### config.mk
export PLATFORM = sky130hd
export DESIGN_NAME = pin_sender
export DESIGN_NICKNAME = d
export VERILOG_FILES = /design/src/rtl/pin_pkg.sv /design/src/rtl/pin_timer.sv /design/src/rtl/pin_sender.sv
export SDC_FILE = /design/constraint.sdc
export NUM_CORES = 1
export LEC_CHECK = 0
export BUFFER_PORTS_ARGS = -buffer_cell sky130_fd_sc_hd__buf_4
export CAP_MARGIN = 0
export CORE_MARGIN = 4
export CORE_UTILIZATION = 61
export CTS_BUF_LIST = sky130_fd_sc_hd__clkbuf_4
export CTS_CLUSTER_DIAMETER = 80
export CTS_CLUSTER_SIZE = 28
export DETAILED_ROUTE_END_ITERATION = 16
export PLACE_DENSITY = 0.86
export SKIP_CTS_REPAIR_TIMING = 1
export SLEW_MARGIN = 5
export SYNTH_ARGS = -nofsm -noshare
export SYNTH_HDL_FRONTEND = slang
export SYNTH_SLANG_ARGS = --single-unit
### constraint.sdc
create_clock -name clk -period 4.7 [get_ports clk]
set_clock_uncertainty 0.05 [all_clocks]
set_input_delay 0.705 -clock clk [delete_from_list [all_inputs] [get_ports clk]]
set_output_delay 0.705 -clock clk [all_outputs]
set_load 0.02 [all_outputs]
### src/rtl/pin_pkg.sv
// Shared types and constants for the 2-bit PIN entry initiator.
package pin_pkg;

  localparam int DIGIT_W = 2;
  localparam logic [DIGIT_W-1:0] IDLE_PATTERN = 2'b11;

  typedef enum logic [2:0] {
    IDLE     = 3'd0,
    SEND     = 3'd1,
    WAIT_ACK = 3'd2,
    DONE     = 3'd3,
    FAIL     = 3'd4
  } state_t;

endpackage

### src/rtl/pin_timer.sv
// Up-counter that loads zero on clr, counts on en and saturates at LIMIT-1,
// flagging the terminal count on tc.
module pin_timer #(
  parameter int WIDTH = 3,
  parameter int LIMIT = 4
) (
  input  logic clk,
  input  logic rst,
  input  logic clr,
  input  logic en,
  output logic tc
);

  logic [WIDTH-1:0] count;

  always_ff @(posedge clk or posedge rst) begin
    if (rst) begin
      count <= '0;
    end else if (clr) begin
      count <= '0;
    end else if (en && !tc) begin
      count <= count + WIDTH'(1);
    end
  end

  assign tc = (count == WIDTH'(LIMIT - 1));

endmodule

### src/rtl/pin_sender.sv
// PIN entry initiator: sends a latched digit sequence on d0/d1, waits for the
// lock's unlock indication, resends on timeout and reports done or fail.
//
// state    | meaning
// IDLE     | lines at idle pattern, waiting for start
// SEND     | driving latched digit idx for HOLD_CYCLES cycles each
// WAIT_ACK | lines idle, waiting up to TIMEOUT_CYCLES for unlock
// DONE     | one-cycle done pulse
// FAIL     | one-cycle fail pulse, retries exhausted
module pin_sender
  import pin_pkg::*;
#(
  parameter int NUM_DIGITS     = 3,
  parameter int HOLD_CYCLES    = 4,
  parameter int TIMEOUT_CYCLES = 8,
  parameter int MAX_RETRIES    = 2
) (
  input  logic                              clk,
  input  logic                              rst,
  input  logic                              start,
  input  logic [2*NUM_DIGITS-1:0]           code,
  input  logic                              unlock,
  output logic                              d0,
  output logic                              d1,
  output logic                              busy,
  output logic                              done,
  output logic                              fail,
  output logic [$clog2(NUM_DIGITS+1)-1:0]   digit_idx,
  output logic [2:0]                        state_dbg
);

  localparam int IW = $clog2(NUM_DIGITS + 1);
  localparam int HW = $clog2(HOLD_CYCLES + 1);
  localparam int TW = $clog2(TIMEOUT_CYCLES + 1);
  // Two extra codes keep the retry counter at least one bit wide when MAX_RETRIES is 0.
  localparam int RW = $clog2(MAX_RETRIES + 2);
  localparam int CW = DIGIT_W * NUM_DIGITS;
  localparam logic [IW-1:0] LAST_IDX  = IW'(NUM_DIGITS - 1);
  localparam logic [RW-1:0] RETRY_MAX = RW'(MAX_RETRIES);

  state_t          state, state_nxt;
  logic [CW-1:0]   shadow;
  logic            shadow_ld;
  logic [IW-1:0]   idx, idx_nxt;
  logic [RW-1:0]   retry, retry_nxt;
  logic            hold_clr, hold_en, hold_tc;
  logic            tmo_clr, tmo_en, tmo_tc;
  logic [DIGIT_W-1:0] cur_digit;
  logic [DIGIT_W-1:0] lines;

  pin_timer #(
    .WIDTH (HW),
    .LIMIT (HOLD_CYCLES)
  ) u_hold (
    .clk (clk),
    .rst (rst),
    .clr (hold_clr),
    .en  (hold_en),
    .tc  (hold_tc)
  );

  pin_timer #(
    .WIDTH (TW),
    .LIMIT (TIMEOUT_CYCLES)
  ) u_tmo (
    .clk (clk),
    .rst (rst),
    .clr (tmo_clr),
    .en  (tmo_en),
    .tc  (tmo_tc)
  );

  always_ff @(posedge clk or posedge rst) begin
    if (rst) begin
      state  <= IDLE;
      shadow <= '0;
      idx    <= '0;
      retry  <= '0;
    end else begin
      state <= state_nxt;
      idx   <= idx_nxt;
      retry <= retry_nxt;
      if (shadow_ld) begin
        shadow <= code;
      end
    end
  end

  // Each timer is held at zero outside the state that uses it, so entering
  // SEND or WAIT_ACK always starts from a fresh count.
  always_comb begin
    state_nxt = state;
    idx_nxt   = idx;
    retry_nxt = retry;
    shadow_ld = 1'b0;
    hold_clr  = (state != SEND);
    hold_en   = 1'b0;
    tmo_clr   = (state != WAIT_ACK);
    tmo_en    = 1'b0;
    case (state)
      IDLE: begin
        if (start) begin
          shadow_ld = 1'b1;
          idx_nxt   = '0;
          retry_nxt = '0;
          state_nxt = SEND;
        end
      end
      SEND: begin
        if (unlock && (idx == LAST_IDX)) begin
          state_nxt = DONE;
        end else if (hold_tc) begin
          hold_clr = 1'b1;
          if (idx != LAST_IDX) begin
            idx_nxt = idx + IW'(1);
          end else begin
            state_nxt = WAIT_ACK;
          end
        end else begin
          hold_en = 1'b1;
        end
      end
      WAIT_ACK: begin
        if (unlock) begin
          state_nxt = DONE;
        end else if (tmo_tc) begin
          if (retry != RETRY_MAX) begin
            retry_nxt = retry + RW'(1);
            idx_nxt   = '0;
            state_nxt = SEND;
          end else begin
            state_nxt = FAIL;
          end
        end else begin
          tmo_en = 1'b1;
        end
      end
      DONE, FAIL: begin
        idx_nxt   = '0;
        state_nxt = IDLE;
      end
      default: begin
        state_nxt = IDLE;
      end
    endcase
  end

  assign cur_digit = shadow[idx*DIGIT_W +: DIGIT_W];
  assign lines     = (state == SEND) ? cur_digit : IDLE_PATTERN;

  assign d0        = lines[0];
  assign d1        = lines[1];
  assign busy      = (state == SEND) || (state == WAIT_ACK);
  assign done      = (state == DONE);
  assign fail      = (state == FAIL);
  assign digit_idx = idx;
  assign state_dbg = state;

endmodule
# --- After elaboration in Yosys (flattened, before gate mapping) ---
# Cells that the tools add are included.
op_classes:
  n_addsub: 4
  shift: 1
  muxes: 36
  reduce_logical: 15
  eq_ne: 21
op_table:
  columns: ["cell", "n"]
  rows:
  - ["2-to-1 mux 3 bit", 9]
  - ["2-to-1 mux 2 bit", 11]
  - ["inequality test 2 bit (second input constant)", 7]
  - ["2-to-1 mux 1 bit", 11]
  - ["== test 3 x 2 -> 1 bit (second input constant)", 3]
  - ["inequality test 3 x 2 -> 1 bit (second input constant)", 3]
  - ["case mux 3 bit (3 select lines)", 1]
  - ["2-to-1 mux 4 bit", 2]
  - ["case mux 2 bit (4 select lines)", 1]
  - ["AND reduction 8 bit", 1]
  - ["nonzero test 2 bit", 3]
  - ["variable part select 6 x 4 -> 2 bit", 1]
  - ["AND reduction 5 bit", 1]
  - ["adder 2 x 1 -> 2 bit (second input constant)", 2]
  - ["adder 4 x 1 -> 4 bit (second input constant)", 1]
  - ["== test 4 x 3 -> 1 bit (second input constant)", 1]
  - ["inequality test 2 x 1 -> 1 bit (second input constant)", 2]
  - ["case mux 2 bit (2 select lines)", 1]
  - ["AND reduction 4 bit", 1]
  - ["nonzero test 4 bit", 1]
  - ["adder 3 x 1 -> 3 bit (second input constant)", 1]
  - ["== test 3 x 1 -> 1 bit (second input constant)", 1]
  - ["== test 3 bit (second input constant)", 1]
  - ["logical AND 1 bit", 3]
  - ["other kinds (7)", 8]
word_totals:
  wordCells: 83
  ff_bits: 20

# --- Logic depth before layout (Yosys ltp) ---
# Gate-level depths: netlist of run 1.
depth:
  ltp_word: 7
  depth_mapped: 6

# --- Cells and area by module ---
# From an unflattened synthesis of run 1, not the netlist that was laid out.
hier_totals:
  hier_cells: 116
  area_unflattened_um2: 1233.7
by_module_without_submodules:
  columns: ["mod", "n_inst", "cells_each", "area_each_um2"]
  rows:
  - ["pin_sender", 1, 79, 837.1]
  - ["pin_timer at u_tmo", 1, 21, 215.2]
  - ["pin_timer at u_hold", 1, 16, 181.4]

# --- Worst setup path after synthesis of run 1 ---
# Ideal clock, no wire load.
synth_timing:
  path_type: "register to output"
  startpoint: "register state[1], in the netlist state_dbg[1]"
  endpoint: "output port busy"
  setup_slack_ns: 2.731
  arrival_time_ns: 1.214
  stages_incl_launch_ff: 4
  path_cell_list: "dfrtp_1 -> or3b_1 -> buf_6 -> nand2_1"
synth_between:
  elab_chain_len: 2
  word_cells_on_any_way: 3
  cone_classes: "eq/ne: 2; reduce/logical: 1"
synth_lines:
  columns: ["element", "line", "rtl"]
  rows:
  - ["start: declaration", "pin_sender.sv:41", "state_t state, state_nxt;"]
  - ["start signal: assignment", "pin_sender.sv:80", "state <= state_nxt;"]
  - ["== test 3 x 1 -> 1 bit / == test 3 x 2 -> 1 bit (equally long branches)", "pin_sender.sv:153", "assign busy = (state == SEND) || (state == WAIT_ACK);"]
  - ["logical OR 1 bit (*)", "pin_sender.sv:153", null]
  - ["end: declaration", "pin_sender.sv:25", "output logic busy,"]
# Every way passes the cells marked *; elsewhere a longest branch is shown, timed or not.

# --- Worst setup path after layout of run 1 ---
layout_timing:
  startpoint: "register state[0], in the netlist state_dbg[0]"
  endpoint: "output port busy"
# The elaborated chain is that of the path after synthesis.

==> results of run 1 <==
-- area by class of cell --
class | instances | area [um^2]
Multi-Input combinational cell | 74 | 558
Sequential cell | 20 | 500
Fill cell | 135 | 432
Timing Repair Buffer | 19 | 143
Inverter | 11 | 55.1
Tap cell | 25 | 31.3
Clock buffer | 3 | 22.5
Clock inverter | 1 | 3.75
-- worst max-delay path: cells and delay by family, from the launching register on --
family / cells / cell delay (ps)
DFF: 1 / 520
buffers and inverters: 1 / 150
and+or+nand+nor: 2 / 700
-- synth_stat cells, drive strengths merged (2+ instances only) --
master and n:
dfrtp 20, nor2 12, inv 10, mux2 8, mux2i 7, a21oi 5, ha 5, o21ai 4
a31oi 3, and3 3, buf 3, nand2 3, nand3 3, nor3 2, or2 2, or3 2
or3b 2
-- layer usage --
layer  share of wire  wire length (um)
met1            0.44               986
met2            0.48              1080
met3           0.058               131
met4           0.021                48
met5               0                 0
-- per-stage QoR --
step                cells   util
floorplan             108      -
global placement      149  0.738
detailed placement    149  0.738
CTS                   153  0.753
global route          153  0.753
finish                153  0.753
-- registers in the layout, indices dropped and copies added, names as in the netlist --
signal and flops:
digit_idx 2, state_dbg 3, retry 2, u_hold.count 3, shadow 6, u_tmo.count 4
-- how the worst min path moves through the flow --
| stage | slack, ps | cells after the start | startpoint | to |
|---|---|---|---|---|
| 6_report | 450 | 1 | shadow[3] | shadow[3] |
| 5_1_grt | 480 | 1 | shadow[5] | shadow[5] |
| 4_1_cts | 450 | 1 | shadow[3] | shadow[3] |
| 3_5_place_dp | 430 | 1 | shadow[3] | shadow[3] |
| 3_3_place_gp | 420 | 1 | shadow[4] | shadow[4] |
| 2_1_floorplan | 410 | 1 | shadow[0] | shadow[0] |
-- report_power, final --
| part | switching, W | internal [W] |
|---|---|---|
| logic | 0.000183 | 0.000176 |
| clock network | 0.0000526 | 0.0000310 |
| registers | 0.0000558 | 0.000224 |
-- cells by family (layout without fill, tap and decap cells) --
logic type / Yosys count / in the layout
AOI/OAI and AO/OA: 16 / 16
xor gates and xnor gates: 1 / 1
adders and majority gates: 5 / 5
buffers and inverters: 14 / 34
DFF: 20 / 20
muxes: 15 / 15
and+or+nand+nor: 37 / 37
==> run_results.csv, run 1 <==
group,metric,value,unit
global_route,track_usage,0.205,
place,postPlaceCellArea,1290,um^2
place,gp_congestion,0.945,
routing,via_per_inst,5.74,
finish,antenna_cells,0,
global_route,grt_max_degree,21,
cts,root_buffer,"clkbuf_4",
cts,clk_path_buf_depth,2,
worst_setup_path,start_kind,"flop",
global_route,antenna_found_initial,0,
cts,clkSinkCount,20,
finish,area_growth,15.1,%
timing,drv_slew,0,
routing,drt-wirelength-per-cell,14.7,um
routing,routed_wl,2.25,mm
place,pre_cts_ws,2620,ps
logic_synthesis,synthTopCellsByArea,"dfrtp_1 (44%), mux2_1 (7.9%), mux2i_1 (6.1%)",
routing,first_pass_iters,4,
floorplanning,die-area,2630,um^2
timing,fmax,0.411,GHz
routing,drtIter0Drc,14,
logic_synthesis,ys_seq_area_frac,0.439,
logic_synthesis,syn_inst,108,
worst_setup_path,rrSetupSlack,2690,ps
global_route,grt_pass1_wl,3.92,mm
finish,final_nets,144,
timing,period_needed,2430,ps
logic_synthesis,synth_compound_area_frac,0.0866,
worst_setup_path,worstSetupEndpointType,"output pin",
timing,period_share,0.517,
logic_synthesis,syn-num-nets,123,
worst_setup_path,path_cells,"or3b_1 > nand2_1 > buf_4",
logic_synthesis,synth_top_cell_by_area,"dfrtp_1",
place,dp_hpwl,1.70,mm
floorplanning,die_x,51.3,um
global_route,grt_pass1_vias,862,
place,portBuffers,19,
global_route,grt.busiest_layer,"met2",
timing,timing.hold.ws,450,ps
logic_synthesis,syn_area,1140,um^2
timing,rsz0062_at_grt,"no",
global_route,grt_util_met3,0.0379,
worst_setup_path,reg2reg_to,"digit_idx[0]",
routing,drc_errors,0,
finish,drive_gt1_frac,0.234,
logic_synthesis,syn_avg_cell_area,10.6,um^2
global_route,use_met1,0.277,
worst_setup_path,reg2regPathDepth,6,
worst_setup_path,startpoint,"state_dbg[0]",
timing,max_slew.worst_pin.slew,734,ps
logic_synthesis,yosysWarnings,0,
floorplanning,die_y,51.3,um
timing,setup_ws,2270,ps
routing,ant_nets,0,
floorplanning,row_count,15,
logic_synthesis,synthMuxAreaShare,0.140,
timing,setup_violations,0,
worst_setup_path,setup.worst_path.end,"busy",
worst_setup_path,max_stage_delay,560,ps
routing,vias,878,
logic_synthesis,synth-edff-count,0,
logic_synthesis,synthArstFlopShare,1.00,
finish,final_common_cell,"dfrtp_1",
logic_synthesis,ys_ff_latch,20,
cts,cts_made_buffers,3,
timing,fin_tns_setup,0,ps
floorplanning,start_util,0.654,
floorplanning,ios,20,
cts,cts_tree,"yes",
worst_setup_path,crit_arrival,1680,ps
worst_setup_path,worstPathMaxFanout,12,
logic_synthesis,synth-xor-area-share,0.00768,
logic_synthesis,synth_cell_types,37,
logic_synthesis,netlist.area_leader.share,0.439,
pwr,power.total,0.000722,W
worst_hold_path,hp-class,"reg -> reg",
logic_synthesis,synth_flop_cell,"dfrtp_1",
timing,hold_viol_final,0,
logic_synthesis,synthAdderAreaFrac,0.0548,
timing,maxSlewHeadroom,0.510,
worst_setup_path,r2r_start,"digit_idx[0]",
cts,clk_latency,300,ps
pwr,powerDensity,550,nW/um^2
cts,cts.htree.levels,1,
floorplanning,core,1750,um^2
global_route,grt_overflow,0,
worst_setup_path,required,3940,ps
finish,final_cell_mix,"dfrtp_1 (20), buf_4 (19), inv_1 (10), nor2_1 (10), mux2_1 (8)",
cts,clk_pin_slew,110,ps
finish,fin_area,1310,um^2
worst_setup_path,criticalPathCategory,"reg -> out",
logic_synthesis,synth_top_family_by_area,"simple AND/OR/NAND/NOR gates",
run,max_cap_viol_count,0,
logic_synthesis,synth-simple-area-share,0.200,
global_route,gr-usage-met2,0.320,
pwr,irDropWorstVdd,0.318,mV
outcome,outcome,"completed",
worst_setup_path,cpMaxStageDelayCell,"or3b_1",
pwr,p_leak,0.630,nW
(Power assumes the default switching activity.)
==> inputs of run 2 (changes only) <==
--- a/config.mk
+++ b/config.mk
@@ -7,13 +7,14 @@
 export LEC_CHECK = 0
 export BUFFER_PORTS_ARGS = -buffer_cell sky130_fd_sc_hd__buf_4
 export CAP_MARGIN = 0
+export CORE_ASPECT_RATIO = 1.5
 export CORE_MARGIN = 4
-export CORE_UTILIZATION = 61
+export CORE_UTILIZATION = 57
 export CTS_BUF_LIST = sky130_fd_sc_hd__clkbuf_4
 export CTS_CLUSTER_DIAMETER = 80
 export CTS_CLUSTER_SIZE = 28
 export DETAILED_ROUTE_END_ITERATION = 16
-export PLACE_DENSITY = 0.86
+export PLACE_DENSITY = 0.81
 export SKIP_CTS_REPAIR_TIMING = 1
 export SLEW_MARGIN = 5
 export SYNTH_ARGS = -nofsm -noshare
==> constraint.sdc (replaced) <==
create_clock -name clk -period 2.4 [get_ports clk]
set_clock_uncertainty 0.05 [all_clocks]
set_input_delay 0.36 -clock clk [delete_from_list [all_inputs] [get_ports clk]]
set_output_delay 0.36 -clock clk [all_outputs]
set_load 0.02 [all_outputs]
==> run 2 against run 1 <==
  * Setup slack got worse by 1900 ps
  * Cell area decreased by 0.67%
  * Combinational power increased by 96%
  * Critical path depth stayed put
  * Core utilization is 5.8 points lower
==> run_results.csv, run 2 (same netlist as run 1, synthesis figures left out) <==
group,metric,value,unit
cts,root_buffer,"clkbuf_4",
timing,fmax,0.482,GHz
worst_setup_path,worstPathMaxFanout,12,
floorplanning,row_count,19,
timing,max_slew.worst_pin.slew,763,ps
routing,ant_nets,0,
global_route,grt_max_degree,21,
worst_setup_path,reg2reg_to,"digit_idx[0]",
pwr,power.internal,0.000842,W
floorplanning,core,1880,um^2
cts,cts.htree.levels,1,
routing,dr_wl_met3,138,um
finish,antenna_cells,0,
routing,drtIter0Drc,17,
pwr,comb_power_share,0.498,
run,max_cap_viol_count,0,
global_route,track_usage,0.189,
outcome,outcome,"completed",
pwr,switching_share,0.402,
routing,drt-wirelength-per-cell,15.7,um
global_route,grt_overflow,0,
pwr,p_leak,0.629,nW
routing,via_per_inst,6.01,
worst_setup_path,reg2regPathDepth,6,
finish,final_cell_mix,"dfrtp_1 (20), buf_4 (19), inv_1 (10), nor2_1 (10), mux2_1 (8)",
floorplanning,ios,20,
pwr,irDropWorstVdd,0.796,mV
cts,clk_pin_slew,110,ps
place,portBuffers,19,
place,dp_hpwl,1.76,mm
pwr,p_sw,0.000567,W
worst_setup_path,start_kind,"flop",
routing,drc_errors,0,
finish,finalNonFillerCells,148,
worst_setup_path,required,1990,ps
routing,top_layer,"met4",
worst_setup_path,startpoint,"state_dbg[0]",
timing,fin_tns_setup,0,ps
worst_setup_path,rrSetupSlack,450,ps
timing,period_share,0.865,
timing,setup_violations,0,
worst_setup_path,criticalPathCategory,"reg -> out",
worst_setup_path,r2r_start,"digit_idx[0]",
global_route,antenna_found_initial,0,
finish,final_nets,144,
worst_setup_path,crit_arrival,1670,ps
cts,clk_latency,310,ps
timing,drv_slew,0,
finish,top_regs,"shadow: 6 flops, u_tmo.count: 4 flops",
floorplanning,start_util,0.608,
finish,drive_gt1_frac,0.236,
pwr,powerDensity,1080,nW/um^2
place,post-place-cells,145,
finish,regMostFlops,"shadow",
pwr,power_frac_seq,0.388,
routing,first_pass_iters,4,
cts,clk_path_buf_depth,2,
routing,routed_wl,2.32,mm
finish,largest_reg_flops,6,
routing,wl_met2,1.20,mm
timing,rsz0062_at_grt,"no",
routing,wl_met1,899,um
floorplanning,die_x,44.5,um
floorplanning,die-area,2800,um^2
worst_setup_path,worstSetupEndpointType,"output pin",
worst_hold_path,hp-class,"in -> async",
floorplanning,die_y,62.8,um
cts,clkSinkCount,20,
pwr,pwr-share-clk,0.113,
place,gp_congestion,0.839,
timing,hold_viol_final,0,
global_route,grt_pass1_vias,966,
cts,cts_tree,"yes",
cts,cts_made_buffers,3,
finish,final_common_cell,"dfrtp_1",
timing,maxSlewHeadroom,0.491,
timing,period_needed,2080,ps
global_route,grt_pass1_wl,3.95,mm
finish,area_growth,14.4,%
routing,vias,890,
[run 2: cell types whose count changed in the layout (fill, tap and decap cells not counted), sizes merged]
cell | previous run | this run
clkinv | 1 | 0
[run 2: worst max-delay path by stage]
stage	to	slack [ps]	cells past startpoint
3_5_place_dp	digit_idx[0]	480	6
3_3_place_gp	digit_idx[0]	520	6
6_report	busy	320	3
5_1_grt	d0	190	5
2_1_floorplan	digit_idx[0]	450	6
4_1_cts	busy	330	3
[run 2: routing by layer]
layer	GRT usage	vias up
met1	0.193	434
li1	-	419
met3	0.0346	7
met5	0	-
met2	0.327	30
met4	0.125	0
[run 2: power by group through the flow]
stage | combinational [W] | sequential [W] | clock [W]
global route | 0.000778 | 0.000563 | 0.000185
finish | 0.000702 | 0.000547 | 0.000160
floorplan | 0.000499 | 0.000547 | 0
detailed placement | 0.000702 | 0.000553 | 0
CTS | 0.000711 | 0.000546 | 0.000166
global placement | 0.000679 | 0.000545 | 0
[run 2: metrics by stage]
stage	utilization	setup WS, ps	power (W)	area, um^2	hold slack, ps
finish	0.695	325	0.00141	1310	129
global route	0.695	192	0.00153	1310	184
CTS	0.695	326	0.00142	1310	155
detailed placement	0.683	481	0.00126	1280	425
global placement	0.683	524	0.00122	1280	422
floorplan	-	453	0.00105	1140	274
[run 2: cell type report]
type                       instances  area, um^2
clock buffer                       3        22.5
fill                             156         573
inverter                          11        55.1
multi-input combinational         74         558
sequential                        20         500
tap                               21        26.3
timing repair buffer              19         143
[run 2: critical path, cell delays in order, from the launching register on]
cell and delay (ps):
dfrtp_1 520, or3b_1 570, nand2_1 130, buf_4 140
